**src/rtl/sram_like_arbiter.sv**
```systemverilog
// sram_like_arbiter: shares one SRAM-like master port between instruction
// fetch (id 0) and the data interface (id 1). Data has fixed priority, a
// grant that has not yet seen m_addr_ok stays locked, and an in-order ID
// FIFO routes each m_data_ok/m_rdata back to the requester that issued it.
module sram_like_arbiter #(
  parameter int OUTSTANDING = 4,
  parameter int PTR_W       = 2
) (
  input  logic             clk,
  input  logic             resetn,
  input  logic             inst_req,
  input  logic             inst_wr,
  input  logic [1:0]       inst_size,
  input  logic [31:0]      inst_addr,
  input  logic [3:0]       inst_wstrb,
  input  logic [31:0]      inst_wdata,
  output logic             inst_addr_ok,
  output logic             inst_data_ok,
  output logic [31:0]      inst_rdata,
  input  logic             data_req,
  input  logic             data_wr,
  input  logic [1:0]       data_size,
  input  logic [31:0]      data_addr,
  input  logic [3:0]       data_wstrb,
  input  logic [31:0]      data_wdata,
  output logic             data_addr_ok,
  output logic             data_data_ok,
  output logic [31:0]      data_rdata,
  output logic             m_req,
  output logic             m_wr,
  output logic [1:0]       m_size,
  output logic [31:0]      m_addr,
  output logic [3:0]       m_wstrb,
  output logic [31:0]      m_wdata,
  input  logic             m_addr_ok,
  input  logic             m_data_ok,
  input  logic [31:0]      m_rdata,
  output logic [PTR_W:0]   outstanding_cnt,
  output logic             spurious_rsp
);

  typedef enum logic [0:0] {
    ST_IDLE = 1'b0,
    ST_HOLD = 1'b1
  } state_e;

  localparam logic [PTR_W:0]   FULL_CNT = (PTR_W + 1)'(OUTSTANDING);
  localparam logic [PTR_W-1:0] PTR_ONE  = (PTR_W)'(1);

  state_e                 state_q, state_d;
  logic                   gnt_id_q, gnt_id_d;
  logic [PTR_W-1:0]       wr_ptr_q, wr_ptr_d;
  logic [PTR_W-1:0]       rd_ptr_q, rd_ptr_d;
  logic [PTR_W:0]         cnt_q, cnt_d;
  logic [OUTSTANDING-1:0] id_mem_q, id_mem_d;
  logic                   spurious_q, spurious_d;

  logic full_s;
  logic empty_s;
  logic req_s;
  logic id_s;
  logic push_s;
  logic pop_s;
  logic head_id_s;
  logic req_out_s;

  assign full_s    = (cnt_q == FULL_CNT);
  assign empty_s   = (cnt_q == {(PTR_W + 1){1'b0}});
  assign head_id_s = id_mem_q[rd_ptr_q];
  assign pop_s     = m_data_ok & ~empty_s;

  // Arbitration and grant lock: pick the requester driving m_* and decide push/next state.
  always_comb begin
    state_d  = state_q;
    gnt_id_d = gnt_id_q;
    req_s    = 1'b0;
    id_s     = 1'b0;
    push_s   = 1'b0;
    case (state_q)
      ST_IDLE: begin
        // Data wins whenever it is requesting.
        id_s = data_req;
        if (!full_s && (data_req || inst_req)) begin
          req_s = 1'b1;
          if (m_addr_ok) begin
            push_s = 1'b1;
          end else begin
            gnt_id_d = data_req;
            state_d  = ST_HOLD;
          end
        end else begin
          req_s = 1'b0;
        end
      end
      ST_HOLD: begin
        // Locked to gnt_id: no request tearing even if data arrives meanwhile.
        id_s = gnt_id_q;
        if ((gnt_id_q ? data_req : inst_req) && !full_s) begin
          req_s = 1'b1;
          if (m_addr_ok) begin
            push_s  = 1'b1;
            state_d = ST_IDLE;
          end else begin
            state_d = ST_HOLD;
          end
        end else begin
          // Granted requester withdrew: tolerate it and re-arbitrate.
          state_d = ST_IDLE;
        end
      end
      default: begin
        state_d = ST_IDLE;
      end
    endcase
  end

  // ID FIFO bookkeeping: push accepted ids, pop on downstream responses.
  always_comb begin
    id_mem_d   = id_mem_q;
    wr_ptr_d   = wr_ptr_q;
    rd_ptr_d   = rd_ptr_q;
    cnt_d      = cnt_q;
    spurious_d = spurious_q | (m_data_ok & empty_s);
    if (push_s) begin
      id_mem_d[wr_ptr_q] = id_s;
      wr_ptr_d           = wr_ptr_q + PTR_ONE;
    end else begin
      wr_ptr_d = wr_ptr_q;
    end
    if (pop_s) begin
      rd_ptr_d = rd_ptr_q + PTR_ONE;
    end else begin
      rd_ptr_d = rd_ptr_q;
    end
    case ({push_s, pop_s})
      2'b10:   cnt_d = cnt_q + {{PTR_W{1'b0}}, 1'b1};
      2'b01:   cnt_d = cnt_q - {{PTR_W{1'b0}}, 1'b1};
      default: cnt_d = cnt_q;
    endcase
  end

  // State, grant and FIFO registers; all cleared by the asynchronous reset.
  always_ff @(posedge clk or negedge resetn) begin
    if (!resetn) begin
      state_q    <= ST_IDLE;
      gnt_id_q   <= 1'b0;
      wr_ptr_q   <= {PTR_W{1'b0}};
      rd_ptr_q   <= {PTR_W{1'b0}};
      cnt_q      <= {(PTR_W + 1){1'b0}};
      id_mem_q   <= {OUTSTANDING{1'b0}};
      spurious_q <= 1'b0;
    end else begin
      state_q    <= state_d;
      gnt_id_q   <= gnt_id_d;
      wr_ptr_q   <= wr_ptr_d;
      rd_ptr_q   <= rd_ptr_d;
      cnt_q      <= cnt_d;
      id_mem_q   <= id_mem_d;
      spurious_q <= spurious_d;
    end
  end

  // Every combinational output is forced low while reset is asserted.
  assign req_out_s    = resetn & req_s;
  assign m_req        = req_out_s;
  assign m_wr         = req_out_s & (id_s ? data_wr : inst_wr);
  assign m_size       = req_out_s ? (id_s ? data_size  : inst_size)  : 2'b00;
  assign m_addr       = req_out_s ? (id_s ? data_addr  : inst_addr)  : 32'h0000_0000;
  assign m_wstrb      = req_out_s ? (id_s ? data_wstrb : inst_wstrb) : 4'h0;
  assign m_wdata      = req_out_s ? (id_s ? data_wdata : inst_wdata) : 32'h0000_0000;

  assign inst_addr_ok = req_out_s & m_addr_ok & ~id_s;
  assign data_addr_ok = req_out_s & m_addr_ok &  id_s;

  assign inst_data_ok = resetn & pop_s & ~head_id_s;
  assign data_data_ok = resetn & pop_s &  head_id_s;
  assign inst_rdata   = resetn ? m_rdata : 32'h0000_0000;
  assign data_rdata   = resetn ? m_rdata : 32'h0000_0000;

  assign outstanding_cnt = cnt_q;
  assign spurious_rsp    = spurious_q;

endmodule
```
**config.mk**
```make
export PLATFORM = sky130hd
export DESIGN_NAME = sram_like_arbiter
export DESIGN_NICKNAME = d
export VERILOG_FILES = /design/src/rtl/sram_like_arbiter.sv
export SDC_FILE = /design/constraint.sdc
export NUM_CORES = 1
export LEC_CHECK = 0
export ABC_CLOCK_PERIOD_IN_PS = 2900
export BUFFER_PORTS_ARGS = -buffer_cell sky130_fd_sc_hd__clkbuf_2
export CAP_MARGIN = 20
export CORE_AREA = 2 2 125 127
export DETAILED_ROUTE_END_ITERATION = 7
export DIE_AREA = 0 0 127 129
export SLEW_MARGIN = 20
export SYNTH_ARGS = -nofsm -noshare
export SYNTH_HDL_FRONTEND = slang
export SYNTH_SLANG_ARGS = --single-unit
```
**constraint.sdc**
```tcl
create_clock -name clk -period 2.9 [get_ports clk]
set_clock_uncertainty 0.1 [all_clocks]
set_input_delay 0 -clock clk [delete_from_list [all_inputs] [get_ports clk]]
set_output_delay 0 -clock clk [all_outputs]
set_load 0.1 [all_outputs]
```
## Word-level counts from Yosys, hierarchy flattened

Cells that the tools add are included.

| word-level totals | value |
|---|---|
| register bits | 14 |
| bits of input ports | 180 |
| output and inout bits | 144 |
| word-level logic and storage cells | 70 |

| operators by class | value |
|---|---|
| order comparisons | 3 |
| $add $sub $neg | 4 |
| bitwise logic cells | 16 |
| multiplexer cells | 29 |
| eq/ne operators | 3 |
| reductions and logical operators | 8 |

Operators by type and width:

| cell | number |
|---|---|
| 2-to-1 mux 32 bit | 5 |
| 2-to-1 mux 1 bit | 12 |
| bitwise AND 1 bit | 10 |
| 2-to-1 mux 4 bit | 2 |
| one-hot mux 1 bit (2 select lines) | 4 |
| < comparator 2 x 3 -> 1 bit (second input constant) | 2 |
| one-hot mux 3 bit (2 select lines) | 1 |
| inverter 1 bit | 5 |
| adder 2 x 1 -> 2 bit (second input constant) | 2 |
| bitwise mux 4 bit | 1 |
| 2-to-1 mux 2 bit | 2 |
| adder 3 x 1 -> 3 bit (second input constant) | 1 |
| == test 3 bit (second input constant) | 1 |
| logical AND 1 bit | 3 |
| zero test 3 bit | 1 |
| AND reduction 3 bit | 1 |
| subtractor 3 x 1 -> 3 bit (second input constant) | 1 |
| binary-select mux 1 bit (select 2 bit) | 1 |
| demux 1 bit (select 2 bit) | 1 |
| == test 2 x 1 -> 1 bit (second input constant) | 1 |
| == test 2 bit (second input constant) | 1 |
| >= comparator 2 x 1 -> 1 bit (second input constant) | 1 |
| nonzero test 2 bit | 1 |
| zero test 1 bit | 1 |
| other kinds (2) | 2 |

## Depth between registers and ports, before layout

| depth | value |
|---|---|
| depth after elaboration | 8 |
| gate-level depth with buffers | 10 |
| depth with buffers taken out | 8 |

## Least setup slack after synthesis

Ideal clock, no wire load.

| timing path | value |
|---|---|
| kind | reg2out |
| start point | register cnt_q[0] (netlist: outstanding_cnt[0]) |
| end point | output data_addr_ok |
| arrival time | 3.566 ns |
| setup slack | -0.766 ns |
| stages on the path, launching flop included | 5 |
| path buffers | 1 |
| required time | 2.800 ns |
| cells stage by stage | dfrtp_1 > or3b_1 > buf_4 > o2111ai_4 > nor3_1 |

| on the way | value |
|---|---|
| word-level cells in the longest chain between the ends | 8 |
| elaborated cells between the ends (all ways) | 10 |
| those cells by class | eq/ne (1); mux (3); bitwise (3); reduce/logical (3) |

RTL lines:

| what | line | RTL |
|---|---|---|
| from (decl) | 54 | `logic [PTR_W:0] cnt_q, cnt_d;` |
| from (signal assigned) | 149 | `cnt_q <= {(PTR_W + 1){1'b0}};` |
| from (signal assigned) | 157 | `cnt_q <= cnt_d;` |
| == test 3 bit (*) | 67 | `assign full_s = (cnt_q == FULL_CNT);` |
| zero test 1 bit (*) | 83, 98 |  |
| logical AND 1 bit (on tied branches) | 98, 83 |  |
| 2-to-1 mux 1 bit (on tied branches) | 98, 83 |  |
| one-hot mux 1 bit (2 select lines) (*) | 79 | `case (state_q)` |
| bitwise AND 1 bit (*) | 164 | `assign req_out_s = resetn & req_s;` |
| bitwise AND 1 bit (*) (2 in series) | 173 | `assign data_addr_ok = req_out_s & m_addr_ok & id_s;` |
| to (decl) | 26 | `output logic data_addr_ok,` |

Every way passes the cells marked *; elsewhere a longest branch is shown, timed or not.

## Final worst setup path

| timing path | value |
|---|---|
| start point | register state_q |
| end point | register cnt_q[2] (netlist: outstanding_cnt[2]) |

| on the way | value |
|---|---|
| word-level cells in the longest chain between the ends | 4 |
| elaborated cells between the ends (all ways) | 6 |
| those cells by class | eq/ne (2); mux (2); bitwise (1); reduce/logical (1) |

RTL lines:

| what | line | RTL |
|---|---|---|
| from (decl) | 50 | `state_e state_q, state_d;` |
| from (signal assigned) | 153 | `state_q <= state_d;` |
| inverter 1 bit | -- |  |
| one-hot mux 1 bit (2 select lines) (*) | 79 |  |
| == test 2 x 1 -> 1 bit or == test 2 bit (tied branches) | 135 | `case ({push_s, pop_s})` |
| one-hot mux 3 bit (2 select lines) or nonzero test 2 bit (tied branches) | -- |  |

Marked as above.
A chain may end at the register's enable or synchronous reset.

==> results.md <==
- Critical path cell sequence: or3b_1, o2111ai_4, ha_1, inv_1, fa_1, xor2_1, nor2_1, xor2_1
- GRT overflow: 0
- P per Cell Area: 974 nW/um^2
- Post-route ant nets: 0
- Via-to-Cell Ratio: around 4.0
- DIE HEIGHT: 129 um
- Critical R2R Capture: outstanding_cnt[2]
- Initial DRT Pass Iterations: 4
- Period utilization: 87.6%
- Skew-Pair Late Insertion Delay: 240 ps
- Reg2Reg Depth: 8
- Final critical-path required period: around 2500 ps
- Sequential share of the synthesized area: around 14%
- Finish-stage setup viols: 0
- Status: finished, final reports clean
- Crit path DAT: 2600 ps
- CP Depth: 8
- DR vias: 3334
- Area leader, netlist: nand2_1
- Number of DRC markers in iteration 0: 147
- Post-CTS sizing: 0
- CP endpoint kind: flip-flop
- CTS Buf Count: 3
- Most common cell after layout, fill and taps aside: clkbuf_2
- Synthesized cell area: 2460 um^2
- Hpwl dp: 8410 um
- Setup CP Type: reg2reg
- FF-to-FF Start: state_q
- DIE WIDTH: 127 um
- Pins Over Slew Limit: 0
- Reg2reg setup slack: 360 ps
- Full die area: 16400 um^2
- IO Port Bufs: ~320
- Syn Nets: ~560
- Total track usage: 10.9%
- Yosys reg bits: 14
- RD Place Congestion: between 0.8 and 0.9
- Maxcap violations: 0
- Clock sinks: 14
- Clock Path Buffers: 2
- CTS tree: built
- CTS root buffer: clkbuf_16
- Slowest CP cell: or3b_1
- RSZ-0062 raised after global routing: false
- Ys Warns: 0
- Hold Crit Endpoint: gnt_id_q
- Top-level I/O count: around 320
- Starting density of the core: roughly 16%
- Slew headroom: about three fifths
- Antenna fix cells: 0
- Hold/Removal Path Class: in2reg
- WHS Path Cells: 2
- Hold Path Origin: data_req
- Layout cell share with drive strength beyond 1: about 64%
- CP delay by family, top: simple AND/OR/NAND/NOR gates
- Vias in the first global route: 2964
- Initial antenna violation count: 0
- Synthesis-to-layout area growth: 80.9%
- Cell Area, Placed: ~4300 um^2
- CP bufs+invs: 1
- Final worst slack: between 300 and 400 ps
- Max Fclk: about 0.4 GHz
- Maximum fanout along the worst path: 7
- VDD IR max: approximately 0.4 mV
- Slew @ Worst Pin: around 570 ps
- Rows: 45
- Global-route wire length before repair: 14900 um
- Drt wl/cell: 12.1 um
- Worst slack, placed: 364 ps
- Worst path max stage delay: 550 ps
- Post-Syn Instances: ~380
- Cell repeated most along the worst path: xor2_1
- WP data required: around 3000 ps
- Fin area: around 4400 um^2
- CP Launch Type: flip-flop
- Core area: approximately 15000 um^2
- WL final: slightly above 10000 um
- Main area contributors after synthesis: nand2_1 22%, dfrtp_1 14%, a21oi_1 10%, buf_4 10%, and2_1 9.2%
- Top cell type's share of synthesized area: about 22%
- Final nets: 840
- Leakage: 2.41 nW
- Pin count of the biggest net entering global routing: 50
- H-tree depth: 1
- Worst-path clk slew: roughly 40 ps
- Mean Syn Cell Area: approximately 6.5 um^2
- Post-route DRC: 0
- Most frequent cells in the layout: 263 x clkbuf_2, 144 x nand2_1, 71 x a21oi_2
- Final Hold Fails: 0
- Yosys cell types: 31
==> layer usage <==
| layer | part of all wire (%) | track usage (%) | wire [um] | vias to the layer above |
|---|---|---|---|---|
| met5 | 0 | 0 | 0 | - |
| met4 | 0.26 | 0.776 | 27 | 0 |
| met3 | 5.9 | 1.50 | 605 | 4 |
| met2 | 49 | 18.9 | 5020 | 128 |
| met1 | 45 | 15.1 | 4550 | 1466 |
| li1 | - | - | - | 1736 |
==> power breakdown <==
group	leakage, nW	switching, mW	internal (mW)
combinational	2.21	2.88	0.797
sequential	0.163	0.105	0.297
clock	0.0370	0.0736	0.180
==> flip-flops by register name (all words and copies together) (netlist names) <==
name,cells
rd_ptr_q,2
outstanding_cnt,3
state_q,1
gnt_id_q,1
wr_ptr_q,2
id_mem_q,4
spurious_rsp,1
==> synthesized netlist by cell type, drive strengths merged <==
cell type  instances
a21boi             1
a21o               1
mux4               1
clkbuf            11
mux2               6
fa                 1
o31a               1
ha                 5
xor2               3
xnor2              3
or3b               2
mux2i              2
nand2            144
o2111ai            6
nor2               4
a32o               1
nand3              1
dfrtp             14
and2              36
buf               51
a21oi             71
o211ai             1
inv                7
nor3               3
and3               1
==> timing repair <==
action                                 in CTS  in global routing
setup buffers                               0                  0
hold buffers                                4                  0
endpoints found under the hold margin      17                  0
==> stage by stage <==
step           utilization (%)  setup TNS (ps)  std cells  hold slack (ps)  power (mW)
5_1_grt                   29.7               0        840              207        4.54
2_1_floorplan                -           -1530        377             -396        3.46
3_5_place_dp              28.9               0        833             14.1        4.09
4_1_cts                   29.7               0        840              168        4.37
3_3_place_gp              28.9               0        833             19.4        4.07
6_report                  29.7               0        840              175        4.33
==> logic make-up (layout without fill, tap and decap cells) <==
group	Yosys count	after routing	synth area share, %
AOI/OAI and AO/OA	82	82	23.2
xor gates and xnor gates	6	6	2.14
adders and majority gates	6	6	3.36
buffers and inverters	69	344	18.6
DFF	14	14	14.3
muxes	9	9	4.79
and+or+nand+nor	191	191	33.6
==> worst register-to-register path, delay by kind of cell (launching register included) <==
kind / cells / cell delay (ps)
compound gates: 1 / 210
xor+xnor: 2 / 320
fa+ha+maj: 2 / 610
buf+inv: 1 / 60
flops: 1 / 510
simple gates: 2 / 660
==> worst max path at each step <==
stage | slack (ps) | start | to
after global routing | 200 | state_q | outstanding_cnt[2]
after CTS | 340 | state_q | outstanding_cnt[2]
final | 360 | state_q | outstanding_cnt[2]
after detailed placement | 360 | state_q | outstanding_cnt[2]
after global placement | 430 | state_q | outstanding_cnt[2]
after floorplan | -770 | outstanding_cnt[0] | data_addr_ok
==> area by class of cell <==
class	instances	area, um^2
Inverter	7	26.3
Fill cell	1641	10500
Multi-Input combinational cell	294	1850
Timing Repair Buffer	334	1910
Clock buffer	3	75.1
Sequential cell	14	350
Tap cell	188	235
No activity file was read; power rests on OpenSTA's default activity.
